[src/rtl/mul_pkg.sv]
// rtl/mul_pkg.sv - shared constants and Dadda height helpers for the mantissa multiplier
package mul_pkg;

  localparam int FP16_MANT_W = 11;
  localparam int FP32_MANT_W = 24;

  // d_0 = 2, d_{j+1} = floor(1.5 * d_j): 2,3,4,6,9,13,19,28,...
  function automatic int dadda_height(input int j);
    int d;
    d = 2;
    for (int k = 0; k < 16; k++) begin
      if (k < j) d = d + d / 2;
    end
    return d;
  endfunction

  function automatic int dadda_stages(input int width);
    int n;
    n = 0;
    for (int k = 0; k < 16; k++) begin
      if (dadda_height(k) < width) n = n + 1;
    end
    return n;
  endfunction

endpackage

[src/rtl/dadda_reduce.sv]
// rtl/dadda_reduce.sv - combinational Dadda tree reducing WIDTH x WIDTH partial products to two rows
module dadda_reduce
  import mul_pkg::*;
#(
  parameter int WIDTH = FP16_MANT_W
) (
  input  logic [WIDTH-1:0]   a_i,
  input  logic [WIDTH-1:0]   b_i,
  output logic [2*WIDTH-2:0] row0_o,
  output logic [2*WIDTH-2:0] row1_o
);
  localparam int COLS = 2 * WIDTH - 1;
  localparam int H    = WIDTH + 1;
  localparam int NST  = dadda_stages(WIDTH);

  always_comb begin : tree
    logic [H-1:0] cur  [COLS];
    logic [H-1:0] nxt  [COLS];
    int           cnt  [COLS];
    int           ncnt [COLS];
    int           d, idx, rem;
    logic         x, y, z, s, cy;
    for (int i = 0; i < COLS; i++) begin
      cur[i] = '0; nxt[i] = '0; cnt[i] = 0; ncnt[i] = 0;
    end
    d = 0; idx = 0; rem = 0;
    x = 1'b0; y = 1'b0; z = 1'b0; s = 1'b0; cy = 1'b0;
    for (int i = 0; i < WIDTH; i++) begin
      for (int j = 0; j < WIDTH; j++) begin
        cur[i+j][cnt[i+j]] = a_i[i] & b_i[j];
        cnt[i+j] = cnt[i+j] + 1;
      end
    end
    // Each stage brings every column (own bits + carries in) down to d_j.
    for (int st = NST - 1; st >= 0; st--) begin
      d = dadda_height(st);
      for (int i = 0; i < COLS; i++) begin
        nxt[i] = '0; ncnt[i] = 0;
      end
      for (int i = 0; i < COLS; i++) begin
        idx = 0;
        for (int r = 0; r < H; r++) begin
          rem = cnt[i] - idx + ncnt[i];
          if (rem > d && cnt[i] - idx >= 2) begin
            x = cur[i][idx];
            y = cur[i][idx+1];
            if (rem == d + 1 || cnt[i] - idx == 2) begin
              s = x ^ y; cy = x & y; idx = idx + 2;
            end else begin
              z = cur[i][idx+2];
              s = x ^ y ^ z; cy = (x & y) | (x & z) | (y & z); idx = idx + 3;
            end
            nxt[i][ncnt[i]] = s;
            ncnt[i] = ncnt[i] + 1;
            if (i + 1 < COLS) begin
              nxt[i+1][ncnt[i+1]] = cy;
              ncnt[i+1] = ncnt[i+1] + 1;
            end
          end
        end
        for (int r = 0; r < H; r++) begin
          if (r >= idx && r < cnt[i]) begin
            nxt[i][ncnt[i]] = cur[i][r];
            ncnt[i] = ncnt[i] + 1;
          end
        end
      end
      cur = nxt;
      cnt = ncnt;
    end
    for (int i = 0; i < COLS; i++) begin
      row0_o[i] = cur[i][0];
      row1_o[i] = cur[i][1];
    end
  end

endmodule

[src/rtl/ksa.sv]
// rtl/ksa.sv - Kogge-Stone adder, BITS wide with carry in and carry out
module ksa #(
  parameter int BITS = 21
) (
  input  logic [BITS-1:0] a_i,
  input  logic [BITS-1:0] b_i,
  input  logic            cin_i,
  output logic [BITS-1:0] sum_o,
  output logic            cout_o
);
  localparam int LV = $clog2(BITS);

  always_comb begin : prefix
    logic [BITS-1:0] g [LV+1];
    logic [BITS-1:0] p [LV+1];
    logic [BITS:0]   c;
    for (int l = 0; l <= LV; l++) begin
      g[l] = '0;
      p[l] = '0;
    end
    g[0] = a_i & b_i;
    p[0] = a_i ^ b_i;
    for (int l = 0; l < LV; l++) begin
      for (int i = 0; i < BITS; i++) begin
        if (i >= (1 << l)) begin
          g[l+1][i] = g[l][i] | (p[l][i] & g[l][i-(1<<l)]);
          p[l+1][i] = p[l][i] & p[l][i-(1<<l)];
        end else begin
          g[l+1][i] = g[l][i];
          p[l+1][i] = p[l][i];
        end
      end
    end
    // After the last level g/p span bits [i:0], so carry-in folds in directly.
    c = '0;
    c[0] = cin_i;
    for (int i = 0; i < BITS; i++) begin
      c[i+1] = g[LV][i] | (p[LV][i] & cin_i);
    end
    sum_o  = p[0] ^ c[BITS-1:0];
    cout_o = c[BITS];
  end

endmodule

[src/rtl/dadda_mul_pipe.sv]
// rtl/dadda_mul_pipe.sv - two-stage unsigned multiplier with valid/ready, tag sideband and flush
module dadda_mul_pipe
  import mul_pkg::*;
#(
  parameter int WIDTH = FP16_MANT_W,
  parameter int TAG_W = 4
) (
  input  logic               clk,
  input  logic               rst_n,
  input  logic               flush_i,
  input  logic               in_valid_i,
  output logic               in_ready_o,
  input  logic [WIDTH-1:0]   in_a_i,
  input  logic [WIDTH-1:0]   in_b_i,
  input  logic [TAG_W-1:0]   in_tag_i,
  output logic               out_valid_o,
  input  logic               out_ready_i,
  output logic [2*WIDTH-1:0] out_prod_o,
  output logic               out_msb_o,
  output logic [TAG_W-1:0]   out_tag_o
);
  localparam int RW = 2 * WIDTH - 1;

  logic [RW-1:0]      row0_d, row1_d, row0_q, row1_q, sum;
  logic               cout;
  logic [2*WIDTH-1:0] prod_d, prod_q;
  logic [TAG_W-1:0]   tag1_q, tag2_q;
  logic               v1_d, v1_q, v2_d, v2_q;
  logic               adv2, rdy, ld1, ld2;

  dadda_reduce #(.WIDTH(WIDTH)) u_reduce (
    .a_i    (in_a_i),
    .b_i    (in_b_i),
    .row0_o (row0_d),
    .row1_o (row1_d)
  );

  ksa #(.BITS(RW)) u_ksa (
    .a_i    (row0_q),
    .b_i    (row1_q),
    .cin_i  (1'b0),
    .sum_o  (sum),
    .cout_o (cout)
  );

  assign prod_d = {cout, sum};

  always_comb begin
    adv2 = !v2_q | out_ready_i;
    rdy  = !v1_q | adv2;
    v1_d = v1_q;
    v2_d = v2_q;
    if (flush_i) begin
      v1_d = 1'b0;
      v2_d = 1'b0;
    end else begin
      if (adv2) v2_d = v1_q;
      if (rdy)  v1_d = in_valid_i;
    end
    // Bubbles and flushes leave the data registers untouched.
    ld1 = !flush_i & rdy & in_valid_i;
    ld2 = !flush_i & adv2 & v1_q;
  end

  always_ff @(posedge clk or negedge rst_n) begin
    if (!rst_n) begin
      v1_q   <= 1'b0;
      v2_q   <= 1'b0;
      row0_q <= '0;
      row1_q <= '0;
      tag1_q <= '0;
      prod_q <= '0;
      tag2_q <= '0;
    end else begin
      v1_q <= v1_d;
      v2_q <= v2_d;
      if (ld1) begin
        row0_q <= row0_d;
        row1_q <= row1_d;
        tag1_q <= in_tag_i;
      end
      if (ld2) begin
        prod_q <= prod_d;
        tag2_q <= tag1_q;
      end
    end
  end

  assign in_ready_o  = rdy;
  assign out_valid_o = v2_q;
  assign out_prod_o  = prod_q;
  assign out_msb_o   = prod_q[2*WIDTH-1];
  assign out_tag_o   = tag2_q;

endmodule

[config.mk]
export PLATFORM = sky130hd
export DESIGN_NAME = dadda_mul_pipe
export DESIGN_NICKNAME = d
export VERILOG_FILES = /design/src/rtl/mul_pkg.sv /design/src/rtl/dadda_reduce.sv /design/src/rtl/ksa.sv /design/src/rtl/dadda_mul_pipe.sv
export SDC_FILE = /design/constraint.sdc
export NUM_CORES = 1
export LEC_CHECK = 0
export ABC_AREA = 1
export ABC_CLOCK_PERIOD_IN_PS = 1900
export CORE_ASPECT_RATIO = 1.1
export CORE_MARGIN = 3
export CORE_UTILIZATION = 54
export DETAILED_ROUTE_END_ITERATION = 10
export PLACE_DENSITY = 0.86
export SYNTH_ARGS = -nofsm -noshare
export SYNTH_HDL_FRONTEND = slang
export SYNTH_SLANG_ARGS = --single-unit
[constraint.sdc]
create_clock -name clk -period 1.9 [get_ports clk]
set_input_delay 0.38 -clock clk [delete_from_list [all_inputs] [get_ports clk]]
set_output_delay 0.38 -clock clk [all_outputs]
set_load 0.02 [all_outputs]
Word-level counts from Yosys, hierarchy flattened. Cells that the tools add are included.

Flip-flop bits (word level): 73. Input bits: 31. Output and inout bits: 29.

Reductions and logical operators: 5. Mux-type cells: 4. Bitwise logic cells: 912.

Operators by type and width (number): bitwise AND 1 bit (503); OR 1 bit (236); bitwise XOR 1 bit (170); bitwise XOR 21 bit (2); bitwise AND 21 bit (1); 2-to-1 mux 1 bit (4); nonzero test 2 bit (2); logical NOT 1 bit (3).

Logic depth before layout (Yosys ltp). Gate-level depths: netlist of run 1.

Depth after elaboration: 16. Gate-level depth with buffers: 14. Depth with buffers taken out: 13.

Modules after synthesis. From an unflattened synthesis of run 1, not the netlist that was laid out.

Cells, all modules: 986. Area total of the unflattened synthesis: 7354.6 um^2.

Modules (own cells, without submodules): dadda_reduce (area an instance 3066.7 um^2, cells an instance 402, instances 1, seq. area each 0.0 um^2); dadda_mul_pipe (area an instance 2945.3 um^2, cells an instance 323, instances 1, seq. area each 1851.8 um^2); ksa (area an instance 1342.5 um^2, cells an instance 261, instances 1, seq. area each 0.0 um^2).

Worst setup path before layout of run 1. No wires, ideal clock.

Path type: in2reg. Start: input port in_b_i[10]. End: register row1_q[14]. Slack: -1.521 ns. Setup time: 0.065 ns. Stages: 12. Arrival time: 3.356 ns. Path through: clkbuf_1 -> nand2_1 -> inv_1 -> fa_1 -> fa_1 -> inv_1 -> fa_1 -> fa_1 -> inv_1 -> fa_1 -> nand2_1 -> nand2_1.

Longest elaborated chain between the ends: 15. Elaborated cells between the ends (all ways): 73. Those cells by class: bitwise: 73.

RTL lines: start: declaration (RTL line dadda_mul_pipe.sv:14) `input logic [WIDTH-1:0] in_b_i,`; bitwise AND 1 bit (RTL line dadda_reduce.sv:30) `cur[i+j][cnt[i+j]] = a_i[i] & b_i[j];`; bitwise AND 1 bit (on tied branches); OR 1 bit (2 in a row) (RTL line dadda_reduce.sv:51) `s = x ^ y ^ z; cy = (x & y) | (x & z) | (y & z); idx = idx + 3;`; bitwise AND 1 bit (RTL line dadda_reduce.sv:51); OR 1 bit (2 in a row) (RTL line dadda_reduce.sv:51); bitwise AND 1 bit (RTL line dadda_reduce.sv:51); OR 1 bit (2 in a row) (RTL line dadda_reduce.sv:51); bitwise AND 1 bit (on tied branches); OR 1 bit (2 in a row) (RTL line dadda_reduce.sv:51); bitwise XOR 1 bit (RTL line dadda_reduce.sv:51); bitwise XOR 1 bit (*) (RTL line dadda_reduce.sv:51); net row1_d[14] (RTL line dadda_mul_pipe.sv:24) `logic [RW-1:0] row0_d, row1_d, row0_q, row1_q, sum;`; end signal: assignment (RTL line dadda_mul_pipe.sv:79) `row1_q <= row1_d;`; end: declaration (RTL line dadda_mul_pipe.sv:24).

The timed path passes the listed nets; every way through them passes the cells marked *. A chain may end at the register's enable or synchronous reset.

Worst setup path in the final report of run 1.
Start: input port in_b_i[8]. End: register row1_q[12].

Longest elaborated chain between the ends: 13. Elaborated cells between the ends (all ways): 68. Those cells by class: bitwise: 68.

RTL lines (RTL line): bitwise AND 1 bit (dadda_reduce.sv:30); bitwise XOR 1 bit / bitwise AND 1 bit (equally long branches) (dadda_reduce.sv:48, dadda_reduce.sv:51); bitwise AND 1 bit / OR 1 bit (equally long branches) (dadda_reduce.sv:51); OR 1 bit (dadda_reduce.sv:51); OR 1 bit / bitwise XOR 1 bit (equally long branches) (dadda_reduce.sv:51); bitwise AND 1 bit / bitwise XOR 1 bit (equally long branches) (dadda_reduce.sv:51); OR 1 bit / bitwise AND 1 bit (equally long branches) (dadda_reduce.sv:51); OR 1 bit (dadda_reduce.sv:51); bitwise AND 1 bit / OR 1 bit (equally long branches) (dadda_reduce.sv:51); OR 1 bit / bitwise XOR 1 bit (equally long branches) (2 in a row) (dadda_reduce.sv:51); bitwise XOR 1 bit (dadda_reduce.sv:51); bitwise XOR 1 bit (*) (dadda_reduce.sv:51); net row1_d[12] (dadda_mul_pipe.sv:24).

Marked as above.

==> results of run 1 <==
-- logic make-up after synthesis --
group / share of synthesized area [%]
adder cells (fa/ha/maj): 29.1
XOR/XNOR: 0.894
AO/OA/AOI/OAI: 4.56
AND/OR/NAND/NOR: 24.9
flip-flops: 26.6
buffers and inverters: 13.9
-- cells in the final DEF (no fill, tap or decap), types with 17 or more instances in the layout --
master           synthesis  routed
nand2_1                349     316
inv_1                  205     152
dfrtp_1                 73      73
inv_2                    3      54
fa_2                     0      44
buf_4                    6      41
fa_1                    81      37
buf_6                    0      37
clkdlybuf4s50_1          0      35
nor2_1                  24      23
o21ai_0                 29      23
nand2_2                 10      22
nand2_4                  0      21
nand3_1                 21      19
a21oi_1                 17      17
ha_1                    30      17
-- sequential cells by signal, indices dropped and copies added, names as in the netlist --
register / count
v1_q: 1
out_prod_o: 22
row1_q: 20
row0_q: 21
out_tag_o: 4
tag1_q: 4
out_valid_o: 1
-- metrics by stage --
stage | cell area (um^2) | power, mW | util [%]
floorplan | 7300 | 5.45 | -
global placement | 8010 | 6.56 | 65.5
detailed placement | 8010 | 6.75 | 65.5
CTS | 8660 | 8.49 | 70.7
global route | 9100 | 9.58 | 74.3
finish | 9100 | 8.86 | 74.3
-- worst max-delay path, cell delays in order --
cell and delay, ps:
buf_12 120, nand2_4 60, inv_2 40, fa_2 470, fa_2 410, fa_1 550, inv_2 40, fa_1 510
inv_2 40, fa_2 500, nand2_1 50, nand2_1 90
-- final cells by class --
type / instances / share of cell area, %
Multi-Input combinational cell: 599 / 50.0
Inverter: 208 / 8.64
Clock inverter: 3 / 0.468
Timing Repair Buffer: 141 / 16.1
Tap cell: 154 / 2.12
Clock buffer: 12 / 2.60
Sequential cell: 73 / 20.1
-- final timing paths --
path / end / slack (ps)
worst max-delay path: row1_q[12] / -1090
worst max register to register: out_prod_o[17] / 30
max in group asynchronous: row0_q[20] / 1550
worst min-delay path: out_tag_o[2] / 60
min in group clk: row1_q[10] / 480
worst min register to register: row1_q[10] / 480
-- where the power goes --
part	leakage [nW]	switching, mW	internal, mW
registers	0.929	0.302	2.05
clock network	0.133	0.602	1.01
logic	3.95	2.80	2.09
-- per-layer routing --
| layer | wire (um) | vias up | part of all wire [%] | global-route usage [%] |
|---|---|---|---|---|
| li1 | - | 2888 | - | - |
| met4 | 957 | 0 | 5.0 | 14.4 |
| met5 | 0 | - | 0 | 0 |
| met2 | 9700 | 279 | 51 | 46.3 |
| met1 | 7230 | 3013 | 38 | 31.4 |
| met3 | 1100 | 79 | 5.8 | 3.74 |
-- repair_timing --
item                                    in CTS  in global routing
pin swaps                                   51                 70
resized for setup                          153                132
endpoints found under the hold margin        0                  0
gates cloned                                 2                  0
endpoints found under the setup margin      36                 39
buffers inserted                            19                 24
==> results by group, run 1 <==
Yosys
  • Synth top area share: between 20% and 30%
  • Count of cell types in the netlist: 29
  • Yosys top cell by area: dfrtp_1
  • Yosys warns: 0
  • Avg Cell Area, Syn: roughly 7.5 um^2
  • Post-synthesis sequential area ratio: between 20% and 30%
  • EDFF count, synth: 0
  • Synthesized netlist cell count: between 900 and 1000
  • Synth top cells by count: nand2_1 (349), inv_1 (205), fa_1 (81)
  • Syn Nets: 1059
  • Seq cells post-synth: 73
  • Largest cells by area after synthesis: dfrtp_1 (27%), fa_1 (24%), nand2_1 (19%)
  • Post-Synthesis Cell Area: 6860 um^2
  • Asr flop ratio synth: 100%
  • Count leader, synth: nand2_1
  • Top FF cell, synth: dfrtp_1

STA
  • Worst hold slack: around 63 ps
  • Setup-failing EPs final: 30
  • Slew margin rel.: 55.0%
  • Fin Clk Skew: 7.37 ps
  • Fin crit share: 157%
  • Max-slew violation count: 0
  • Final min period: 2990 ps
  • Fin Setup TNS: -20600 ps
  • Fmax: 335 MHz
  • Worst-Margin Slew: 674 ps
  • RSZ-0062 raised after global routing: true
  • Setup slack after layout: -1090 ps
  • Hold Fails Final Rpt: 0

Final layout
  • Ratio of cells with drive above 1 in the final layout: between 20% and 30%
  • Antenna cell count: 0
  • Number of cells in the finished layout apart from fillers: about 1200
  • Reg area: between 1500 and 2000 um^2
  • Layout area overhead: 32.7%
  • Multi-input gate area: around 4500 um^2
  • Fill count: between 700 and 800
  • # nets final: between 1000 and 1500

CTS
  • CTS Sinks: 73
  • Htree depth: 3
  • Hold buffers post-CTS: 0
  • TritonCTS Buffers: 9
  • CTS max path bufs: 2
  • CTS tree: done
  • Clock slew at reported path FFs: 60 ps
  • Clock latency at the later pin of the worst-skew pair: 340 ps
  • Root Buffer: clkbuf_16

Worst setup path
  • CP required: approximately 2200 ps
  • Worst Setup Path Type: input port to register
  • CP startpoint: in_b_i[8]
  • Worst-path fanout max: 5
  • Arr. time, crit path: around 3300 ps
  • Reg2Reg Depth: 13
  • Crit Reg-Reg Startpoint: row1_q[1]
  • CP Capture Type: register
  • Worst Setup Start Kind: input port

GRT
  • Largest net degree at the start of global routing: 74
  • First-pass GRT wire length: 29200 um
  • GRT Total Usage: approximately a quarter
  • Global route overflow: 0
  • Vias in the first global route: approximately 6300
  • Initial antenna violation count: 0

Power
  • Peak supply drop: 1.06 mV
  • Leak: around 5 nW
  • Pwr/cell area: 974 nW/um^2

Die
  • Chip width: 113 um
  • IO Pins: 60
  • Initial Utilization: 56.0%
  • Core Area: 12200 um^2
  • DIE AREA: roughly 14000 um^2
  • Die height: between 100 and 150 um
  • FP Rows: 42

Place
  • DP Cell Count: 1141
  • Place WS: -1890 ps
  • Port-buffer cells: 59
  • Dpl hpwl: 12500 um
  • Final Wtd Congestion: between 0.8 and 0.9

Drt
  • WL final: 19000 um
  • Wirelength per Cell: 16.0 um
  • Via count: 6259
  • Remaining routing DRC violations: 0
  • Antenna Violating Nets Remaining: 0
  • Vias per std cell: between 5 and 6
  • Iter 0 DRT Violations: 644
  • Drt first pass iters: 5

Status
  • Status: finished with violations
  • Failing checks: setup timing

Flow run
  • Max-cap violations: 0

Min path
  • Hold Path Class: input port to asynchronous set/reset pin
(Power assumes the default switching activity.)
==> inputs of run 2 (changes only) <==
--- a/config.mk
+++ b/config.mk
@@ -10,7 +10,9 @@
 export CORE_ASPECT_RATIO = 1.1
 export CORE_MARGIN = 3
 export CORE_UTILIZATION = 54
+export CTS_CLUSTER_DIAMETER = 80
 export DETAILED_ROUTE_END_ITERATION = 10
+export GPL_TIMING_DRIVEN = 0
 export PLACE_DENSITY = 0.86
 export SYNTH_ARGS = -nofsm -noshare
 export SYNTH_HDL_FRONTEND = slang
==> results by group, run 2 (synthesis gave the netlist of run 1 again) <==
Final layout
  • Most common cell after layout, fill and taps aside: nand2_1 (unchanged)
  • Ratio of cells with drive above 1 in the final layout: 30.2% (was 27.9%)
  • Antenna cell count: 0 (unchanged)
  • # nets final: 1190 (was 1174)
  • Post-route cell area: 9370 um^2 (was 9100 um^2)
  • Layout area overhead: 36.7% (was 32.7%)
  • Max FFs per register: 22 (unchanged)
  • Most frequent cells in the layout: nand2_1 (311), inv_1 (154), dfrtp_1 (73), inv_2 (53), fa_2 (46) (was nand2_1 (316), inv_1 (152), dfrtp_1 (73), inv_2 (54), fa_2 (44))
  • Number of cells in the finished layout apart from fillers: 1207 (was 1190)
  • Final Util: 76.5% (was 74.3%)
  • Fill count: 786 (was 780)

CTS
  • Clock slew at reported path FFs: 60 ps (about the same)
  • Clock latency at the later pin of the worst-skew pair: 340 ps (about the same)
  • CTS Sinks: 73 (unchanged)
  • CTS tree: done (unchanged)
  • Root Buffer: clkbuf_16 (unchanged)
  • Htree depth: 3 (unchanged)
  • Hold buffers post-CTS: 0 (unchanged)
  • TritonCTS Buffers: 9 (unchanged)
  • CTS max path bufs: 2 (unchanged)

STA
  • RSZ-0062 raised after global routing: true (unchanged)
  • Setup-failing EPs final: 31 (was 30)
  • Hold Fails Final Rpt: 0 (unchanged)
  • Slew margin rel.: 41.8% (was 55.0%)
  • Worst-Margin Slew: 873 ps (was 674 ps)
  • Fin Clk Skew: 5.31 ps (was 7.37 ps)
  • Fmax: 327 MHz (was 335 MHz)
  • Max-slew violation count: 0 (unchanged)
  • Fin crit share: 161% (was 157%)
  • Setup slack after layout: -1150 ps (was -1090 ps)
  • Final min period: 3050 ps (was 2990 ps)

Place
  • Port-buffer cells: 59 (unchanged)
  • Place WS: -1980 ps (was -1890 ps)
  • DP Cell Count: 1130 (was 1141)
  • Final Wtd Congestion: 0.883 (was 0.885)
  • Dpl hpwl: 12500 um (about the same)
  • Area after DPL: 8080 um^2 (was 8010 um^2)

Die
  • FP Rows: 42 (unchanged)
  • Die height: 124 um (unchanged)
  • Initial Utilization: 56.0% (unchanged)
  • Core Area: 12200 um^2 (unchanged)
  • IO Pins: 60 (unchanged)
  • DIE AREA: 14100 um^2 (unchanged)
  • Chip width: 113 um (unchanged)

GRT
  • Vias in the first global route: 6594 (was 6284)
  • First-pass GRT wire length: 31500 um (was 29200 um)
  • Global route overflow: 0 (unchanged)
  • Largest net degree at the start of global routing: 74 (unchanged)
  • Initial antenna violation count: 0 (unchanged)
  • GRT Total Usage: 28.8% (was 26.4%)

Min path
  • Hold Path Class: input port to asynchronous set/reset pin (unchanged)

Worst setup path
  • Worst Setup Start Kind: input port (unchanged)
  • CP Capture Type: register (unchanged)
  • CP required: 2180 ps (about the same)
  • Worst Setup Path Type: input port to register (unchanged)
  • Worst-path fanout max: 4 (was 5)
  • Arr. time, crit path: 3340 ps (was 3270 ps)

Power
  • Leak: 5.10 nW (was 5.01 nW)
  • Total power: 9.44 mW (was 8.86 mW)
  • Peak supply drop: 1.08 mV (was 1.06 mV)
  • Pwr/cell area: 1010 nW/um^2 (was 974 nW/um^2)

Drt
  • Via count: 6366 (was 6259)
  • Iter 0 DRT Violations: 590 (was 644)
  • Wirelength per Cell: 16.6 um (was 16.0 um)
  • Drt first pass iters: 5 (unchanged)
  • WL final: 20000 um (was 19000 um)
  • Vias per std cell: 5.27 (was 5.26)
  • Antenna Violating Nets Remaining: 0 (unchanged)
  • Remaining routing DRC violations: 0 (unchanged)

Status
  • Status: finished with violations (unchanged)
  • Failing checks: setup timing (unchanged)

Flow run
  • Max-cap violations: 0 (unchanged)
[run 2: cell count changes in the layout (fill, tap and decap cells not counted), moves of 4 or more]
cell / change
nand2_1: -5
ha_2: +4
nand2_2: +7
buf_2: +7
ha_4: +5
clkbuf_8: +7
buf_6: -9
clkbuf_16: +7
ha_1: -9
[run 2: metal layers]
layer	track usage (%)	up-vias	wire length, um
met5	0	-	0
met2	52.5	316	10300
met3	4.28	84	1280
met4	15.0	0	1000
li1	-	2920	-
met1	32.9	3046	7420
[run 2: path summary, 6_finish.rpt]
| kind | startpoint | to | slack (ps) | cells past startpoint |
|---|---|---|---|---|
| min reg2reg | out_tag_o[2] | out_tag_o[2] | 480 | 2 |
| max reg2reg | row0_q[1] | out_prod_o[9] | 70 | 11 |
| max | in_b_i[9] | row1_q[13] | -1150 | 13 |
| min in group clk | in_a_i[1] | row1_q[1] | 350 | 3 |
| max in group asynchronous | rst_n | row1_q[19] | 1180 | 1 |
| min | rst_n | out_tag_o[1] | 160 | 1 |
[run 2: per-stage QoR]
| stage | TNS (ps) | hold WS (ps) |
|---|---|---|
| 3_5_place_dp | -45480 | 468 |
| 2_1_floorplan | -22890 | 84.4 |
| 5_1_grt | -25430 | 232 |
| 4_1_cts | -23400 | 192 |
| 3_3_place_gp | -176130 | 462 |
| 6_report | -23590 | 159 |
[run 2: critical path, cell delays in order]
cell and delay, ps:
buf_6 100, clkbuf_16 150, nand2_4 50, inv_2 30, fa_2 450, fa_2 380, fa_1 520, inv_2 50
fa_1 520, inv_2 50, fa_2 530, nand2_1 50, nand2_1 80
[run 2: cell type report]
class	count	area [um^2]	share of cell area, %
clock buffers	10	239	2.55
well taps	154	193	2.06
flip-flops and latches	73	1830	19.5
inverters	208	783	8.36
multi-input cells	599	4630	49.4
plain buffers	29	360	3.85
clock inverters	6	65.1	0.694
repair buffers	128	1280	13.6
[run 2: report_power, final]
group | internal, mW | switching [mW]
clock | 1.06 | 0.666
sequential | 2.05 | 0.401
combinational | 2.34 | 2.93
total | 5.44 | 4.00
[run 2: timing repair]
item / 4_1_cts / 5_1_grt
setup buffers: 54 / 15
cloned: 2 / 1
pin swaps: 60 / 52
gates resized for setup: 164 / 105
endpoints found under the hold margin: 0 / 0
setup endpoints to repair: 41 / 41
==> inputs of run 3 (changes only) <==
--- a/config.mk
+++ b/config.mk
@@ -14,6 +14,7 @@
 export DETAILED_ROUTE_END_ITERATION = 10
 export GPL_TIMING_DRIVEN = 0
 export PLACE_DENSITY = 0.86
+export SLEW_MARGIN = 10
 export SYNTH_ARGS = -nofsm -noshare
 export SYNTH_HDL_FRONTEND = slang
 export SYNTH_SLANG_ARGS = --single-unit
==> results by group, run 3 (synthesis gave the netlist of run 1 again) <==
Status
  • Status: finished with violations (unchanged)
  • Failing checks: setup timing (unchanged)

Worst setup path
  • Reg-to-reg endpoint: out_prod_o[9] (unchanged)
  • Crit path max-delay cell type: fa_1 (was fa_2)
  • Worst-path fanout max: 4 (unchanged)
  • Reg2Reg Depth: 11 (unchanged)
  • Cells along the critical path: buf_8, clkbuf_16, nand2_4, inv_2, fa_2, fa_2, fa_1, inv_2, fa_1, inv_2, fa_2, nand2_1, nand2_1 (was buf_6, clkbuf_16, nand2_4, inv_2, fa_2, fa_2, fa_1, inv_2, fa_1, inv_2, fa_2, nand2_1, nand2_1)
  • CP top delay family: adder cells (unchanged)
  • Crit path buf inv count: 5 (unchanged)
  • CP startpoint: in_b_i[8] (was in_b_i[9])
  • Worst setup endpoint: row1_q[12] (was row1_q[13])
  • Worst Setup Start Kind: input port (unchanged)
  • Worst Setup Path Type: input port to register (unchanged)
  • Reg2reg setup slack: 40 ps (was 70 ps)
  • CP peak stage delay: 540 ps (was 530 ps)
  • CP required: 2180 ps (about the same)
  • Crit Reg-Reg Startpoint: row1_q[1] (was row0_q[1])
  • CP Depth: 13 (unchanged)
  • Arr. time, crit path: 3380 ps (was 3340 ps)
  • CP Capture Type: register (unchanged)

Die
  • Core Area: 12200 um^2 (unchanged)
  • Initial Utilization: 56.0% (unchanged)
  • IO Pins: 60 (unchanged)
  • DIE AREA: 14100 um^2 (unchanged)
  • Chip width: 113 um (unchanged)
  • Die height: 124 um (unchanged)
  • FP Rows: 42 (unchanged)

Drt
  • Via count: 6398 (was 6366)
  • Drt first pass iters: 5 (unchanged)
  • Iter 0 DRT Violations: 379 (was 590)
  • Vias per std cell: 5.32 (was 5.27)
  • WL final: 20000 um (about the same)
  • Antenna Violating Nets Remaining: 0 (unchanged)
  • Wirelength per Cell: 16.6 um (about the same)
  • Remaining routing DRC violations: 0 (unchanged)

STA
  • Worst-Margin Slew: 526 ps (was 873 ps)
  • Hold Fails Final Rpt: 0 (unchanged)
  • Fin crit share: 163% (was 161%)
  • Final min period: 3100 ps (was 3050 ps)
  • Fmax: 323 MHz (was 327 MHz)
  • Fin Clk Skew: 4.10 ps (was 5.31 ps)
  • Setup slack after layout: -1200 ps (was -1150 ps)
  • Max-slew violation count: 0 (unchanged)
  • Setup-failing EPs final: 31 (unchanged)
  • RSZ-0062 raised after global routing: true (unchanged)
  • Fin Setup TNS: -23720 ps (was -23590 ps)
  • Slew margin rel.: 64.9% (was 41.8%)

CTS
  • Root Buffer: clkbuf_16 (unchanged)
  • TritonCTS Buffers: 9 (unchanged)
  • Htree depth: 3 (unchanged)
  • Clock slew at reported path FFs: 60 ps (about the same)
  • CTS max path bufs: 2 (unchanged)
  • CTS Sinks: 73 (unchanged)
  • Clock latency at the later pin of the worst-skew pair: 340 ps (about the same)
  • CTS tree: done (unchanged)

Power
  • Peak supply drop: 1.32 mV (was 1.08 mV)
  • Net Sw Power: 3.86 mW (was 4.00 mW)
  • Sw frac: 42.2% (was 42.4%)
  • Leak: 5.07 nW (was 5.10 nW)
  • Flop pwr share: 25.9% (was 26.0%)
  • Part of the power in the clock network: 18.5% (was 18.2%)
  • Pint: 5.29 mW (was 5.44 mW)
  • Pwr/cell area: 985 nW/um^2 (was 1010 nW/um^2)
  • Gate power share: 55.6% (was 55.8%)

Place
  • Area after DPL: 8110 um^2 (was 8080 um^2)
  • Final Wtd Congestion: 0.883 (unchanged)
  • DP Cell Count: 1131 (was 1130)
  • Port-buffer cells: 59 (unchanged)
  • Dpl hpwl: 12600 um (was 12500 um)

Final layout
  • Most frequent cells in the layout: nand2_1 (312), inv_1 (144), dfrtp_1 (73), inv_2 (61), fa_2 (45) (was nand2_1 (311), inv_1 (154), dfrtp_1 (73), inv_2 (53), fa_2 (46))
  • Max FFs per register: 22 (unchanged)
  • Fill count: 781 (was 786)
  • Antenna cell count: 0 (unchanged)
  • Ratio of cells with drive above 1 in the final layout: 30.0% (was 30.2%)
  • # nets final: 1186 (was 1190)
  • Layout area overhead: 35.6% (was 36.7%)
  • Post-route cell area: 9300 um^2 (was 9370 um^2)
  • Most common cell after layout, fill and taps aside: nand2_1 (unchanged)
  • Final Util: 75.9% (was 76.5%)
  • Number of cells in the finished layout apart from fillers: 1203 (was 1207)

GRT
  • Initial antenna violation count: 0 (unchanged)
  • Largest net degree at the start of global routing: 48 (was 74)
  • First-pass GRT wire length: 31700 um (was 31500 um)
  • Vias in the first global route: 6736 (was 6594)
  • Global route overflow: 0 (unchanged)
  • GRT Total Usage: 28.8% (about the same)

Min path
  • Hold Path Class: input port to register (was input port to asynchronous set/reset pin)

Flow run
  • Max-cap violations: 0 (unchanged)
run 3: cell types whose count changed in the layout (fill, tap and decap cells not counted), moves of 2 or more:
cell             before  now
buf_6                28   22
clkdlybuf4s15_1       0    3
ha_1                  8   12
ha_4                 14   10
inv_1               154  144
inv_2                53   61
inv_4                 1    3
run 3: metrics by stage:
stage	total power, mW	hold slack [ps]	setup WS (ps)
floorplan	5.45	84.4	-1270
global placement	6.61	462	-1920
detailed placement	6.80	313	-1990
CTS	8.75	327	-1170
global route	9.89	358	-1260
finish	9.16	354	-1200
run 3: layer usage:
metal  track usage, %  vias up  wire (um)
li1                 -     2924          -
met1             32.6     3060       7290
met2             51.7      302      10200
met3             4.32      112       1180
met4             17.0        0       1370
met5                0        -          0
run 3: power by group through the flow:
stage	clock network (mW)	logic, mW	registers (mW)
final	1.69	5.09	2.37
after global routing	1.77	5.68	2.44
after CTS	1.71	4.70	2.34
after detailed placement	0	4.45	2.35
after global placement	0	4.28	2.33
after floorplan	0	2.89	2.56
run 3: layout make-up:
cell class | instances | area (um^2) | share of cell area, %
Clock buffer | 10 | 239 | 2.57
Timing Repair Buffer | 125 | 1260 | 13.5
Clock inverter | 6 | 65.1 | 0.700
Multi-Input combinational cell | 599 | 4580 | 49.3
Buffer | 28 | 348 | 3.74
Sequential cell | 73 | 1830 | 19.7
Tap cell | 154 | 193 | 2.07
Inverter | 208 | 788 | 8.48
run 3: how the worst min path moves through the flow:
stage / startpoint / end / slack [ps] / cells after the start
finish: in_a_i[0] / row0_q[1] / 350 / 3
global route: in_a_i[0] / row0_q[1] / 360 / 3
CTS: in_a_i[0] / row0_q[1] / 330 / 3
detailed placement: rst_n / out_tag_o[1] / 310 / 1
global placement: row1_q[16] / row1_q[16] / 460 / 2
floorplan: rst_n / out_prod_o[0] / 80 / 0
run 3: repair_timing:
item | CTS | global route
pin swaps | 63 | 59
cloned | 2 | 0
hold endpoints to repair | 26 | 0
buffers inserted | 49 | 15
setup endpoints to repair | 41 | 43
hold buffers | 1 | 0
gates resized for setup | 166 | 96
run 3: worst register-to-register path: stages, from the launching register on:
cell	delay, ps
dfrtp_1	360
ha_2	200
inv_2	40
fa_2	370
inv_2	100
nand3_4	80
nand2_2	110
nand2_2	80
nand2_4	110
buf_4	120
xnor2_1	100
o21ai_1	80
